File: src/rtl/audio_pkg.sv
// Shared types and constants for the DAC sample path.
package audio_pkg;

  typedef logic [7:0] sample_t;

  // ch_a is the first byte of a frame and occupies the upper half of the
  // packed 16-bit value, so a frame_t maps directly onto o_digital.
  typedef struct packed {
    sample_t ch_a;
    sample_t ch_b;
  } frame_t;

  localparam sample_t MIDSCALE = 8'h80;

  // Byte assembler: HI waits for channel A, LO waits for channel B.
  typedef enum logic {
    HI = 1'b0,
    LO = 1'b1
  } asm_state_t;

endpackage

File: src/rtl/sample_fifo.sv
// Synchronous frame FIFO. Pointers carry one wrap bit above the address so
// that full and empty are told apart. A push while full and a pop while empty
// are ignored internally. Push and pop in the same cycle both take effect.
module sample_fifo
  import audio_pkg::*;
#(
  parameter int FIFO_DEPTH = 8
) (
  input  logic                        clk,
  input  logic                        rst,
  input  logic                        push_i,
  input  frame_t                      wdata_i,
  input  logic                        pop_i,
  output frame_t                      rdata_o,
  output logic                        full_o,
  output logic                        empty_o,
  output logic [$clog2(FIFO_DEPTH):0] level_o
);

  localparam int AW = $clog2(FIFO_DEPTH);
  localparam logic [AW:0] FULL_LVL = FIFO_DEPTH[AW:0];

  frame_t      mem_q [FIFO_DEPTH];
  logic [AW:0] wr_q, wr_d;
  logic [AW:0] rd_q, rd_d;
  logic        do_push;
  logic        do_pop;

  assign level_o = wr_q - rd_q;
  assign full_o  = (level_o == FULL_LVL);
  assign empty_o = (wr_q == rd_q);
  assign rdata_o = mem_q[rd_q[AW-1:0]];

  assign do_push = push_i && !full_o;
  assign do_pop  = pop_i && !empty_o;

  // Pointer advance for accepted operations.
  always_comb begin
    wr_d = wr_q + {{AW{1'b0}}, do_push};
    rd_d = rd_q + {{AW{1'b0}}, do_pop};
  end

  // Pointer registers; reset empties the FIFO.
  always_ff @(posedge clk) begin
    if (rst) begin
      wr_q <= '0;
      rd_q <= '0;
    end else begin
      wr_q <= wr_d;
      rd_q <= rd_d;
    end
  end

  // Storage write; contents need no reset since the pointers gate reads.
  always_ff @(posedge clk) begin
    if (do_push) begin
      mem_q[wr_q[AW-1:0]] <= wdata_i;
    end
  end

endmodule

File: src/rtl/sample_pacer.sv
// Sample pacer: packs host bytes into stereo frames, buffers them and
// releases one frame per programmable slot to the two R-2R DACs.
// Optional feature macro: SAMPLE_PACER_UNDERRUN_CNT_EN adds a saturating
// underrun counter output (underrun_cnt), cleared when enable rises.
//
// Handshake: a byte is transferred on any clk edge where in_valid and
// in_ready are both high; in_ready depends only on FIFO fullness, never on
// in_valid or the assembler state, and the host may hold in_valid for as
// long as it likes.
module sample_pacer
  import audio_pkg::*;
#(
  parameter int FIFO_DEPTH = 8,
  parameter int DIV_W      = 16
) (
  input  logic                        clk,
  input  logic                        rst,
  input  logic [7:0]                  in_data,
  input  logic                        in_valid,
  output logic                        in_ready,
  input  logic                        enable,
  input  logic [DIV_W-1:0]            div,
  output logic [15:0]                 o_digital,
  output logic                        sample_tick,
  output logic                        underrun,
  output logic [$clog2(FIFO_DEPTH):0] fifo_level,
`ifdef SAMPLE_PACER_UNDERRUN_CNT_EN
  output logic [7:0]                  underrun_cnt,
`endif
  output asm_state_t                  dbg_asm_state
);

  localparam int LW = $clog2(FIFO_DEPTH) + 1;

  asm_state_t       state_q, state_d;
  sample_t          hold_q, hold_d;
  logic             accept;
  logic             push;
  logic             hold_load;
  frame_t           push_frame;
  frame_t           head_frame;
  logic             fifo_full;
  logic             fifo_empty;
  logic [LW-1:0]    level;
  logic [DIV_W-1:0] cnt_q, cnt_d;
  logic             slot;
  logic             pop;
  frame_t           out_q, out_d;
  logic             tick_q, tick_d;
  logic             urun_q, urun_d;

  assign in_ready      = !fifo_full;
  assign accept        = in_valid && in_ready;
  assign dbg_asm_state = state_q;

  // Assembler state register; reset drops any half-received frame.
  always_ff @(posedge clk) begin
    if (rst) state_q <= HI;
    else     state_q <= state_d;
  end

  // Assembler next state: every accepted byte toggles between HI and LO.
  always_comb begin
    state_d = state_q;
    if (accept) begin
      if (state_q == HI) state_d = LO;
      else               state_d = HI;
    end
  end

  // Assembler outputs: first byte is held, second byte completes the push.
  always_comb begin
    hold_load = 1'b0;
    push      = 1'b0;
    if (accept) begin
      if (state_q == HI) hold_load = 1'b1;
      else               push      = 1'b1;
    end
  end

  // Channel A byte holding register.
  always_comb begin
    hold_d = hold_load ? in_data : hold_q;
  end

  always_ff @(posedge clk) begin
    if (rst) hold_q <= '0;
    else     hold_q <= hold_d;
  end

  // Frame formed from the held channel A byte and the incoming channel B byte.
  always_comb begin
    push_frame.ch_a = hold_q;
    push_frame.ch_b = in_data;
  end

  sample_fifo #(
    .FIFO_DEPTH(FIFO_DEPTH)
  ) u_fifo (
    .clk    (clk),
    .rst    (rst),
    .push_i (push),
    .wdata_i(push_frame),
    .pop_i  (pop),
    .rdata_o(head_frame),
    .full_o (fifo_full),
    .empty_o(fifo_empty),
    .level_o(level)
  );

  assign fifo_level = level;

  // Divider: paused counter tracks div; running counter fires a slot at zero
  // and reloads, so a new div only applies from the next reload.
  always_comb begin
    slot  = 1'b0;
    cnt_d = cnt_q;
    if (!enable) begin
      cnt_d = div;
    end else if (cnt_q == '0) begin
      slot  = 1'b1;
      cnt_d = div;
    end else begin
      cnt_d = cnt_q - DIV_W'(1);
    end
  end

  always_ff @(posedge clk) begin
    if (rst) cnt_q <= div;
    else     cnt_q <= cnt_d;
  end

  // Slot handling: the FIFO state seen at the slot edge decides between a pop
  // and an underrun; a frame pushed in that same cycle is kept, not bypassed.
  always_comb begin
    pop    = slot && !fifo_empty;
    out_d  = pop ? head_frame : out_q;
    tick_d = slot;
    urun_d = slot && fifo_empty;
  end

  // Registered DAC word and slot pulses.
  always_ff @(posedge clk) begin
    if (rst) begin
      out_q  <= '{ch_a: MIDSCALE, ch_b: MIDSCALE};
      tick_q <= 1'b0;
      urun_q <= 1'b0;
    end else begin
      out_q  <= out_d;
      tick_q <= tick_d;
      urun_q <= urun_d;
    end
  end

  assign o_digital   = out_q;
  assign sample_tick = tick_q;
  assign underrun    = urun_q;

`ifdef SAMPLE_PACER_UNDERRUN_CNT_EN
  logic       en_q;
  logic [7:0] ucnt_q, ucnt_d;

  // Underrun count: restart on a pause-to-run edge, otherwise count pulses
  // up to saturation.
  always_comb begin
    ucnt_d = ucnt_q;
    if (enable && !en_q) begin
      ucnt_d = '0;
    end else if (urun_q && (ucnt_q != 8'hFF)) begin
      ucnt_d = ucnt_q + 8'd1;
    end
  end

  always_ff @(posedge clk) begin
    if (rst) begin
      en_q   <= 1'b0;
      ucnt_q <= '0;
    end else begin
      en_q   <= enable;
      ucnt_q <= ucnt_d;
    end
  end

  assign underrun_cnt = ucnt_q;
`endif

endmodule

File: config.mk
export PLATFORM = sky130hd
export DESIGN_NAME = sample_pacer
export DESIGN_NICKNAME = d
export VERILOG_FILES = /design/src/rtl/audio_pkg.sv /design/src/rtl/sample_fifo.sv /design/src/rtl/sample_pacer.sv
export SDC_FILE = /design/constraint.sdc
export NUM_CORES = 1
export LEC_CHECK = 0
export BUFFER_PORTS_ARGS = -buffer_cell sky130_fd_sc_hd__buf_2
export CAP_MARGIN = 20
export CORE_MARGIN = 2
export CORE_UTILIZATION = 56
export CTS_BUF_LIST = sky130_fd_sc_hd__clkbuf_2 sky130_fd_sc_hd__clkbuf_4 sky130_fd_sc_hd__clkbuf_8
export DETAILED_ROUTE_END_ITERATION = 6
export GPL_TIMING_DRIVEN = 0
export PLACE_DENSITY = 0.78
export SLEW_MARGIN = 5
export SYNTH_ARGS = -nofsm -noshare
export SYNTH_HDL_FRONTEND = slang
export SYNTH_SLANG_ARGS = --single-unit
File: constraint.sdc
create_clock -name clk -period 3.8 [get_ports clk]
set_input_delay 0 -clock clk [delete_from_list [all_inputs] [get_ports clk]]
set_output_delay 0 -clock clk [all_outputs]
set_load 0.02 [all_outputs]
Word-level counts from Yosys, hierarchy flattened --
Memory sizes are Yosys's and may differ from the RTL's. A register that Yosys moved wholly into a read port is not among the register bits. Index checks and enable logic that the tools add are counted.
Storage, ports and cells: flip-flop bits (word level) 35, memory bits (writable) 128, output and inout port bits 24, memories 1
Memories:
- u_fifo.mem_q | words 8, width 16, read ports 1, clocked after Yosys merged registers in 1, write ports 1, RTL line sample_fifo.sv:23 | frame_t mem_q [FIFO_DEPTH];
Cells by class: $add $sub $neg 4, muxes and demuxes 11, reduce and logical (&&, ||, !) cells 8, eq/ne operators 2
Operator list (count):
- $mux 16 | 3
- $logic_not 16->1 | 1
- $sub 16x1->16 const B | 1
- $add 4x1->4 | 2
- $mux 1 | 8
- $logic_and 1x1->1 | 5
- $eq 4x4->1 | 1
- $eq 4x4->1 const B | 1
- $sub 4x4->4 | 1
- $logic_not 1->1 | 2

Logic depth before layout (Yosys ltp) --
Gate-level depths: netlist of run 1.
depth in word-level cells 8, gate-level depth with buffers 13

Modules after synthesis --
From an unflattened synthesis of run 1, not the netlist that was laid out.
Unflattened totals: cells, all modules 490, area, all modules 7091.8 um2
Modules (own cells, without submodules):
- sample_fifo | times used 1, area an instance 5341.4 um2, cells each 281
- sample_pacer | times used 1, area an instance 1750.4 um2, cells each 209

Least setup slack after synthesis of run 1 --
Ideal clock, no wire load.
path type register to register, start point register u_fifo.rd_q[2], end point memory u_fifo.mem_q[1][0] (netlist name), enable pin, setup slack -0.456 ns, setup time 0.430 ns, required time 3.370 ns, cell stages (with the launch flop) 10, arrival 3.825 ns, path through dfxtp_1 > buf_1 > inv_1 > clkbuf_8 > ha_1 > xor2_1 > nor3_1 > and3_1 > clkbuf_1 > nor4_1
On the way: word-level cells in the longest chain between the ends 8
Ends and longest elaborated chain:
- start, declared | RTL line sample_fifo.sv:25 | logic [AW:0] rd_q, rd_d;
- start signal, assigned | RTL line sample_fifo.sv:50 | rd_q <= rd_d;
- $sub 4x4->4 (*) | RTL line sample_fifo.sv:29 | assign level_o = wr_q - rd_q;
- named net fifo_level[2] | RTL line sample_pacer.sv:26 | output logic [$clog2(FIFO_DEPTH):0] fifo_level,
- $eq 4x4->1 (*) | RTL line sample_fifo.sv:30 | assign full_o = (level_o == FULL_LVL);
- $logic_not 1->1 (*) | RTL line sample_fifo.sv:34, sample_pacer.sv:52
- $logic_and 1x1->1 | RTL line sample_pacer.sv:53 | assign accept = in_valid && in_ready;
- $mux 1 | RTL line sample_pacer.sv:75 | if (accept) begin
- $logic_and 1x1->1 (*) | RTL line sample_fifo.sv:34 | assign do_push = push_i && !full_o;
- $mux 1 (*) | RTL line sample_fifo.sv:56 | if (do_push) begin
- $mux 1 (not written as such) (*) | RTL line sample_fifo.sv:57 | mem_q[wr_q[AW-1:0]] <= wdata_i;
- end, declared | RTL line sample_fifo.sv:23
Mark *: on every way through the listed nets, which the timed path passes. The rest lies on a longest branch.

Worst setup path in the final report of run 1 --
start point register u_fifo.rd_q[2], end point memory u_fifo.mem_q[0][3] (netlist name), enable pin
On the way: word-level cells in the longest chain between the ends 8
Ends and longest elaborated chain (RTL line):
- $sub 4x4->4 (*) | sample_fifo.sv:29
- $eq 4x4->1 (*) | sample_fifo.sv:30
- $logic_not 1->1 (*) | sample_fifo.sv:34, sample_pacer.sv:52
- $logic_and 1x1->1 | sample_pacer.sv:53
- $mux 1 | sample_pacer.sv:75
- $logic_and 1x1->1 (*) | sample_fifo.sv:34
- $mux 1 (*) | sample_fifo.sv:56
- $mux 1 (not written as such) (*) | sample_fifo.sv:57
Mark *: on every way between the ends. The rest lies on a longest branch, timed or not.

==> run_results.csv, run 1 <==
group,metric,value,unit
grt,grt_pass1_wl,22200,um
finish,diodes,0,
timing,fin_crit,3.60,ns
detailed_routing,drt_wl_total,14900,um
yosys,ys_ff_latch,179,
timing,fin_crit_sh,94.7,%
grt,grt-ovfl-total,0,
critical_path,crit_slowest_cell,"or3_4",
pwr,p_clk_share,34.6,%
critical_path,timing_worst_setup_path_type,"register to register",
timing,tns,0,ns
detailed_routing,vias,4168,
finish,mostFrequentLayoutCells,"edfxtp_1 (128), buf_2 (56), dfxtp_1 (51), nor2_1 (49), nand2_1 (33)",
timing,hold_viol,0,
pwr,power.density,416,nW/um^2
critical_path,critical-path-top-delay-family,"buffers and inverters",
critical_path,cp_cell_sequence,"buf_2 > inv_1 > clkbuf_8 > ha_1 > a21oi_1 > nand3_1 > and3_1 > clkbuf_1 > or3_4 > nor3_4 > buf_8",
finish,layout_commonest_cell,"edfxtp_1",
timing,setup_viol,0,
job,maxCapViolCount,0,
critical_path,critPathBufInv,5,
pwr,power.internal,0.00273,W
detailed_routing,ant_nets,0,
grt,grt_use_total,22.9,%
clock_network,numCtsBuffers,17,
floorplan,die_x,117,um
clock_network,insertion_delay,0.46,ns
grt,grt_max_degree,17,
detailed_routing,via_per_inst,5.61,
finish,seqCellArea,4860,sq um
floorplan,start_util,57.0,%
critical_path,cp-end-kind,"register",
clock_network,clkTransAtPathRegs,0.09,ns
floorplan,core_area,12600,sq um
floorplan,fp.dieH,117,um
yosys,synth_cells,452,
floorplan,die-area,13700,sq um
yosys,syn_nets,490,
clock_network,htreeDepth,4,
detailed_routing,firstDrtPassIters,5,
timing,slew_headroom,39.8,%
pwr,p_switching,0.000799,W
finish,n_fill_cell,826,
finish,multi_input_area,2190,sq um
placed_design,routabilityCongestion,0.797,
critical_path,start_kind,"register",
yosys,ys_types,44,
placed_design,io_buffers,50,
yosys,async_flop_share,0,%
finish,final_area,8470,sq um
pwr,swShare,22.7,%
pwr,p_seq_share,61.0,%
floorplan,io_pins,52,
detailed_routing,drt_drc_violations_left,0,
grt,grt_pass1_vias,4029,
timing,finClkSkew,0.0136,ns
clock_network,clockBufferDepth,2,
timing,finalMaxSlewViolations,0,
finish,area_growth,18.2,%
worst_hold_path,min_path_type,"input pin to register",
critical_path,worstPathMaxFanout,14,
critical_path,cpPeakStageDelay,0.51,ns
timing,rsz0062_at_grt,"no",
clock_network,cts_tree,"yes",
yosys,synth_edf_count,128,
floorplan,std_cell_rows,41,
clock_network,cts_sinks,179,
placed_design,placed_area,7810,sq um
detailed_routing,avgRoutedWirePerCell,20.0,um
pwr,ir_worst_vdd,0.227,mV
yosys,syn_avg_cell_area,15.9,sq um
clock_network,root_buffer,"clkbuf_8",
yosys,synth_flop_cell,"edfxtp_1",
placed_design,hpwl,9670,um
detailed_routing,drt_iter0_markers,344,
critical_path,crit_arrival,3.76,ns
critical_path,worstPathRequired,3.96,ns
status,status,"complete, no violations",
pwr,p_leak,2.94,nW
yosys,yosys_warnings,0,
finish,nets,596,
timing,max_freq,278,MHz
finish,final_util,67.4,%
pwr,p_comb_share,4.4,%
yosys,syn_area,7170,sq um
grt,antenna_found_initial,0,
timing,worstMarginPinSlew,0.903,ns
yosys,ys_seq_area_share,67.9,%
finish,drive_above_1_share,28.9,%
-- cells by family (layout without fill, tap and decap cells) --
logic type	after synthesis	after routing	synth area share, %
AO/OA/AOI/OAI	39	39	5.03
XOR/XNOR	19	19	2.32
multiplexers	42	42	11.7
adder cells (fa/ha/maj)	10	10	1.85
AND/OR/NAND/NOR	131	131	8.62
flip-flops	179	179	67.9
buffers and inverters	32	151	2.64
-- power by group through the flow --
stage | combinational [W] | sequential, W | clock (W)
floorplan | 0.0000817 | 0.00219 | 0
global placement | 0.000123 | 0.00219 | 0
detailed placement | 0.000132 | 0.00220 | 0
CTS | 0.000154 | 0.00215 | 0.00124
global route | 0.000172 | 0.00216 | 0.00131
finish | 0.000156 | 0.00215 | 0.00122
-- layout make-up --
class / count / share of cell area, %
Clock buffer: 18 / 2.85
Inverter: 11 / 0.487
Timing Repair Buffer: 87 / 7.62
Tap cell: 172 / 2.54
Clock inverter: 14 / 1.49
Multi-Input combinational cell: 241 / 25.8
Sequential cell: 179 / 57.4
Buffer: 21 / 1.77
-- routing by layer --
layer / vias to the layer above / track usage, % / routed length (um)
met4: 0 / 9.65 / 281
met2: 132 / 37.2 / 7420
met5: - / 0 / 0
li1: 1935 / - / -
met1: 2077 / 30.1 / 6280
met3: 24 / 5.41 / 883
-- per-stage QoR --
stage | total power [W] | worst slack (ns) | instances | hold WS, ns
finish | 0.00353 | 0.202 | 743 | 0.218
global route | 0.00364 | 0.0204 | 743 | 0.215
CTS | 0.00354 | 0.0384 | 742 | 0.195
detailed placement | 0.00233 | -0.284 | 684 | 0.249
global placement | 0.00231 | -1.45 | 674 | 0.231
floorplan | 0.00227 | -0.00330 | 452 | 0.0989
-- what timing repair did --
action                                  in CTS  in global routing
buffers inserted                             0                  1
endpoints found under the setup margin      73                 48
hold buffers                                26                  0
pin swaps                                    0                  2
gates resized for setup                      2                  5
hold endpoints to repair                    91                  0
-- worst register-to-register path: cells and delay by family (launching register included) --
kind | cells | cell delay (ns)
buffers and inverters | 5 | 1.22
and+or+nand+nor | 4 | 1.13
DFF | 1 | 0.38
adders and majority gates | 1 | 0.37
AOI/OAI and AO/OA | 1 | 0.20
-- Yosys cell counts (3+ instances only) --
| cell | instances | area [sq um] |
|---|---|---|
| mux4_2 | 28 | 631 |
| dfxtp_1 | 51 | 1020 |
| clkbuf_1 | 6 | 22.5 |
| nand2_1 | 33 | 124 |
| edfxtp_1 | 128 | 3840 |
| and2_1 | 4 | 25.0 |
| xnor2_1 | 10 | 87.6 |
| a21oi_1 | 15 | 75.1 |
| nor2_1 | 52 | 195 |
| buf_2 | 5 | 25.0 |
| a311oi_2 | 14 | 210 |
| mux2i_1 | 9 | 90.1 |
| buf_1 | 3 | 11.3 |
| nor4_1 | 5 | 31.3 |
| nor2b_1 | 4 | 25.0 |
| clkbuf_8 | 4 | 55.1 |
| nor3_1 | 7 | 35.0 |
| ha_1 | 9 | 113 |
| nand2b_1 | 4 | 25.0 |
| xor2_1 | 9 | 78.8 |
| mux4_1 | 4 | 105 |
| nand3_1 | 10 | 50.1 |
| inv_1 | 11 | 41.3 |
-- path summary, 6_finish.rpt --
path                       start                 end  slack [ns]  depth (start not counted)
setup reg to reg  u_fifo.rd_q[2]  u_fifo.mem_q[0][3]        0.20                         11
hold / removal               rst      u_fifo.wr_q[0]        0.22                          2
hold reg to reg         cnt_q[6]            cnt_q[6]        0.49                          2
setup / recovery  u_fifo.rd_q[2]  u_fifo.mem_q[0][3]        0.20                         11
-- registers in the layout, indices dropped and copies added, names as in the netlist --
name,flops
u_fifo.mem_q,128
u_fifo.wr_q,4
u_fifo.rd_q,4
o_digital,16
underrun,1
cnt_q,16
dbg_asm_state,1
hold_q,8
sample_tick,1
No activity file was read; power rests on OpenSTA's default activity.
==> inputs of run 2 (changes only) <==
Settings changed: BUFFER_PORTS_ARGS -buffer_cell sky130_fd_sc_hd__buf_2 to -buffer_cell sky130_fd_sc_hd__buf_4, CORE_UTILIZATION 56 to 34, PLACE_DENSITY 0.78 to unset.
==> run 2 against run 1 <==
  * Clock skew up 0.0016 ns
  * Utilization down 25 points
  * Cell area up 3.5%
  * Combinational power up 9%
  * Sequential cell count unchanged
  * Sequential power about the same
  * Routed wire length up 7.9%
  * Critical endpoint is now u_fifo.mem_q[2][10]
  * Largest cell class unchanged
  * Largest power group unchanged
==> run_results.csv, run 2 (synthesis gave the netlist of run 1 again) <==
group,metric,value,unit
clock_network,clockBufferDepth,2,
critical_path,start_kind,"register",
detailed_routing,drt_iter0_markers,210,
finish,finalNonFillerCells,847,
timing,setup_viol,0,
finish,nets,598,
critical_path,cp-end-kind,"register",
timing,rsz0062_at_grt,"no",
timing,worstMarginPinSlew,0.969,ns
timing,fin_hold_ws,0.237,ns
clock_network,cts_sinks,179,
placed_design,hpwl,10800,um
clock_network,insertion_delay,0.46,ns
detailed_routing,ant_nets,0,
detailed_routing,firstDrtPassIters,5,
critical_path,cp_cell_sequence,"clkbuf_4 > inv_1 > clkbuf_8 > ha_1 > a21oi_1 > nand3_1 > and3_1 > clkbuf_1 > or3_4 > nor2_4 > buf_8",
grt,grt-ovfl-total,0,
placed_design,dp.cells,788,
timing,finalMaxSlewViolations,0,
floorplan,start_util,34.3,%
pwr,ir_worst_vdd,0.175,mV
critical_path,crit_arrival,3.71,ns
finish,mostFrequentLayoutCells,"edfxtp_1 (128), buf_4 (55), dfxtp_1 (51), nor2_1 (49), nand2_1 (33)",
finish,area_growth,22.3,%
critical_path,critPathBufInv,5,
finish,drive_above_1_share,29.2,%
floorplan,fp.dieH,149,um
status,status,"complete, no violations",
timing,fin_crit,3.55,ns
timing,hold_viol,0,
clock_network,root_buffer,"clkbuf_8",
floorplan,die_x,149,um
timing,fin_crit_sh,93.5,%
placed_design,io_buffers,50,
grt,grt_pass1_wl,24300,um
placed_design,routabilityCongestion,0.780,
job,maxCapViolCount,0,
grt,grt_use_total,15.0,%
finish,largest_reg_flops,128,
clock_network,htreeDepth,4,
pwr,p_leak,2.99,nW
floorplan,std_cell_rows,53,
grt,antenna_found_initial,0,
critical_path,crit_slowest_cell,"or3_4",
critical_path,cpPeakStageDelay,0.51,ns
pwr,power.density,406,nW/um^2
finish,final_util,42.0,%
critical_path,timing_worst_setup_path_type,"register to register",
timing,finClkSkew,0.0152,ns
clock_network,clkTransAtPathRegs,0.09,ns
detailed_routing,vias,4152,
detailed_routing,via_per_inst,4.90,
finish,layout_commonest_cell,"edfxtp_1",
detailed_routing,drt_wl_total,16000,um
finish,diodes,0,
floorplan,die-area,22300,sq um
detailed_routing,drt_drc_violations_left,0,
critical_path,worstPathMaxFanout,10,
timing,slew_headroom,35.2,%
timing,tns,0,ns
grt,grt_pass1_vias,4239,
critical_path,worstPathRequired,3.96,ns
finish,n_fill_cell,1863,
detailed_routing,avgRoutedWirePerCell,18.9,um
worst_hold_path,min_path_type,"input pin to register",
timing,max_freq,281,MHz
floorplan,core_area,20900,sq um
clock_network,numCtsBuffers,17,
floorplan,io_pins,52,
critical_path,critical-path-top-delay-family,"simple AND/OR/NAND/NOR gates",
clock_network,cts_tree,"yes",
grt,grt_max_degree,17,
==> run 2: worst paths after layout <==
check                           cells past startpoint  slack (ns)                   to      startpoint
worst min register to register                      2        0.48             cnt_q[6]        cnt_q[6]
worst max-delay path                               11        0.25  u_fifo.mem_q[2][10]  u_fifo.rd_q[2]
worst max register to register                     11        0.25  u_fifo.mem_q[2][10]  u_fifo.rd_q[2]
worst min-delay path                                2        0.24       u_fifo.wr_q[1]             rst
==> run 2: layout make-up <==
cell class              instances  area [sq um]  share of cell area, %
flip-flops and latches        179          4860                   55.5
well taps                     275           344                   3.92
clock inverters                 9           100                   1.14
multi-input cells             241          2190                   25.0
repair buffers                 89           800                   9.12
clock buffers                  22           278                   3.17
inverters                      11          41.3                  0.471
plain buffers                  21           153                   1.74
==> run 2: report_power, final <==
group / switching (W) / internal (W) / total [W] / leakage, nW
registers: 0.0000316 / 0.00212 / 0.00215 / 1.58
clock network: 0.000666 / 0.000574 / 0.00124 / 0.190
logic: 0.0000841 / 0.0000855 / 0.000170 / 1.22
==> run 2: what timing repair did <==
item / 4_1_cts / 5_1_grt
endpoints found under the hold margin: 91 / 0
pin swaps: 1 / 2
gates resized for setup: 4 / 4
buffers inserted: 0 / 2
hold buffers: 26 / 0
endpoints found under the setup margin: 94 / 67
==> run 2: worst register-to-register path, stage by stage (launching register included) <==
cell and delay [ns]:
dfxtp_1 0.38, clkbuf_4 0.27, inv_1 0.18, clkbuf_8 0.22, ha_1 0.37, a21oi_1 0.22
nand3_1 0.15, and3_1 0.20, clkbuf_1 0.25, or3_4 0.51, nor2_4 0.28, buf_8 0.21
==> run 2: per-stage QoR <==
step                      total power [W]  instance area (sq um)  setup slack [ns]
final                             0.00356                   8770             0.247
after global routing              0.00368                   8770           0.00473
after CTS                         0.00359                   8720          -0.00198
after detailed placement          0.00234                   8070            -0.573
after global placement            0.00233                   7900             -1.75
after floorplan                   0.00227                   7180          -0.00330
==> run 2: layer usage <==
metal / track usage [%] / vias up / part of all wire [%]
met2: 26.3 / 109 / 52
met1: 18.3 / 2100 / 42
met4: 4.43 / 0 / 1.4
li1: - / 1924 / -
met3: 3.58 / 19 / 4.8
met5: 0 / - / 0
==> inputs of run 3 (changes only) <==
Settings changed: CORE_UTILIZATION 34 to 40.
==> run 3 against run 2 <==
  * Sequential power about the same
  * Global-route usage up 2.9 points
  * Largest power group unchanged
  * Critical endpoint is now u_fifo.mem_q[4][15]
  * Worst setup slack worse by 0.031 ns
  * Routed wire length down 0.47%
  * Power up 0.80%
==> run_results.csv, run 3 (synthesis gave the netlist of run 1 again) <==
group,metric,value,unit
placed_design,dp.cells,738,
floorplan,std_cell_rows,48,
pwr,p_leak,3.00,nW
finish,layout_commonest_cell,"edfxtp_1",
detailed_routing,drt_iter0_markers,261,
pwr,power.density,411,nW/um^2
grt,grt_pass1_wl,24300,um
detailed_routing,vias,4182,
finish,largest_reg_flops,128,
pwr,swShare,22.6,%
timing,worstMarginPinSlew,1.01,ns
finish,drive_above_1_share,29.1,%
finish,nets,598,
detailed_routing,drt_wl_total,16000,um
critical_path,cp-end-kind,"register",
pwr,p_clk_share,35.4,%
clock_network,clockBufferDepth,2,
clock_network,clkTransAtPathRegs,0.09,ns
floorplan,core_area,17400,sq um
finish,multi_input_area,2180,sq um
finish,seqCellArea,4860,sq um
timing,rsz0062_at_grt,"no",
timing,hold_viol,0,
worst_hold_path,min_path_type,"input pin to register",
placed_design,pre_cts_slack,-0.399,ns
timing,slew_headroom,32.1,%
pwr,p_switching,0.000811,W
grt,grt_pass1_vias,4227,
pwr,ir_worst_vdd,0.240,mV
pwr,p_seq_share,59.9,%
clock_network,cts_sinks,179,
floorplan,start_util,41.2,%
floorplan,die-area,19000,sq um
clock_network,insertion_delay,0.46,ns
grt,grt-ovfl-total,0,
floorplan,die_x,138,um
finish,n_fill_cell,1492,
grt,grt_max_degree,17,
finish,diodes,0,
grt,grt_use_total,17.8,%
finish,final_util,50.1,%
job,maxCapViolCount,0,
clock_network,htreeDepth,4,
timing,finalMaxSlewViolations,0,
timing,max_freq,279,MHz
placed_design,io_buffers,50,
placed_design,routabilityCongestion,0.736,
floorplan,fp.dieH,138,um
critical_path,worstPathRequired,3.95,ns
clock_network,cts_tree,"yes",
pwr,p_comb_share,4.7,%
clock_network,numCtsBuffers,17,
detailed_routing,via_per_inst,5.24,
placed_design,hpwl,10600,um
status,status,"complete, no violations",
timing,fin_crit,3.58,ns
critical_path,worstPathMaxFanout,11,
critical_path,timing_worst_setup_path_type,"register to register",
detailed_routing,drt_drc_violations_left,0,
critical_path,crit_arrival,3.74,ns
detailed_routing,ant_nets,0,
timing,fin_hold_ws,0.232,ns
timing,setup_viol,0,
detailed_routing,firstDrtPassIters,4,
pwr,power.internal,0.00278,W
grt,antenna_found_initial,0,
clock_network,root_buffer,"clkbuf_8",
finish,finalNonFillerCells,798,
finish,mostFrequentLayoutCells,"edfxtp_1 (128), buf_4 (52), dfxtp_1 (51), nor2_1 (49), nand2_1 (33)",
timing,finClkSkew,0.0167,ns
critical_path,start_kind,"register",
timing,fin_crit_sh,94.3,%
timing,fin_ws,0.216,ns
detailed_routing,avgRoutedWirePerCell,20.0,um
floorplan,io_pins,52,
finish,area_growth,21.7,%
-- run 3: changes by cell type in the layout (fill, tap and decap cells not counted), moves of 2 or more --
cell	change
clkinvlp_4	-2
buf_6	+2
clkinv_2	+2
buf_4	-3
clkbuf_4	-3
-- run 3: repair_timing --
item,CTS,global route
setup endpoints to repair,94,50
endpoints found under the hold margin,91,0
pin swaps,1,1
buffers inserted,1,1
hold buffers,26,0
resized for setup,5,3
-- run 3: final timing paths --
path	from	to	slack, ns	cells after the start
setup / recovery	u_fifo.rd_q[2]	u_fifo.mem_q[4][15]	0.22	11
hold / removal	rst	u_fifo.wr_q[1]	0.23	2
setup reg to reg	u_fifo.rd_q[2]	u_fifo.mem_q[4][15]	0.22	11
hold reg to reg	cnt_q[6]	cnt_q[6]	0.49	2
-- run 3: cell type report --
cell class / count / area share, %
Multi-Input combinational cell: 241 / 25.0
Buffer: 21 / 1.75
Inverter: 11 / 0.473
Sequential cell: 179 / 55.7
Clock inverter: 12 / 1.36
Clock buffer: 20 / 3.08
Timing Repair Buffer: 89 / 9.33
Tap cell: 225 / 3.23
-- run 3: critical path, cell delays in order, from the launching register on --
cell and delay (ns):
dfxtp_1 0.39, buf_2 0.30, inv_1 0.21, clkbuf_8 0.23, ha_1 0.36, a21oi_1 0.21, nand3_1 0.16, and3_1 0.21
clkbuf_1 0.23, or3_4 0.50, nor2_4 0.27, buf_8 0.22
-- run 3: through the flow --
| step | setup TNS (ns) | instance area, sq um | total power (W) |
|---|---|---|---|
| final | 0 | 8730 | 0.00359 |
| after global routing | 0 | 8730 | 0.00371 |
| after CTS | 0 | 8700 | 0.00361 |
| after detailed placement | -21.08 | 8030 | 0.00234 |
| after global placement | -164.46 | 7840 | 0.00233 |
| after floorplan | -0.158 | 7180 | 0.00227 |
-- run 3: routing by layer --
metal / wire [um] / track usage (%) / share of wire [%] / up-vias
li1: - / - / - / 1927
met1: 6780 / 23.4 / 42 / 2142
met2: 8160 / 29.8 / 51 / 89
met3: 754 / 3.69 / 4.7 / 24
met4: 274 / 5.67 / 1.7 / 0
met5: 0 / 0 / 0 / -
-- run 3: power by group through the flow --
| stage | combinational (W) | clock, W | sequential, W |
|---|---|---|---|
| 6_report | 0.000168 | 0.00127 | 0.00215 |
| 3_5_place_dp | 0.000143 | 0 | 0.00220 |
| 3_3_place_gp | 0.000136 | 0 | 0.00219 |
| 4_1_cts | 0.000168 | 0.00129 | 0.00215 |
| 2_1_floorplan | 0.0000817 | 0 | 0.00219 |
| 5_1_grt | 0.000183 | 0.00137 | 0.00216 |
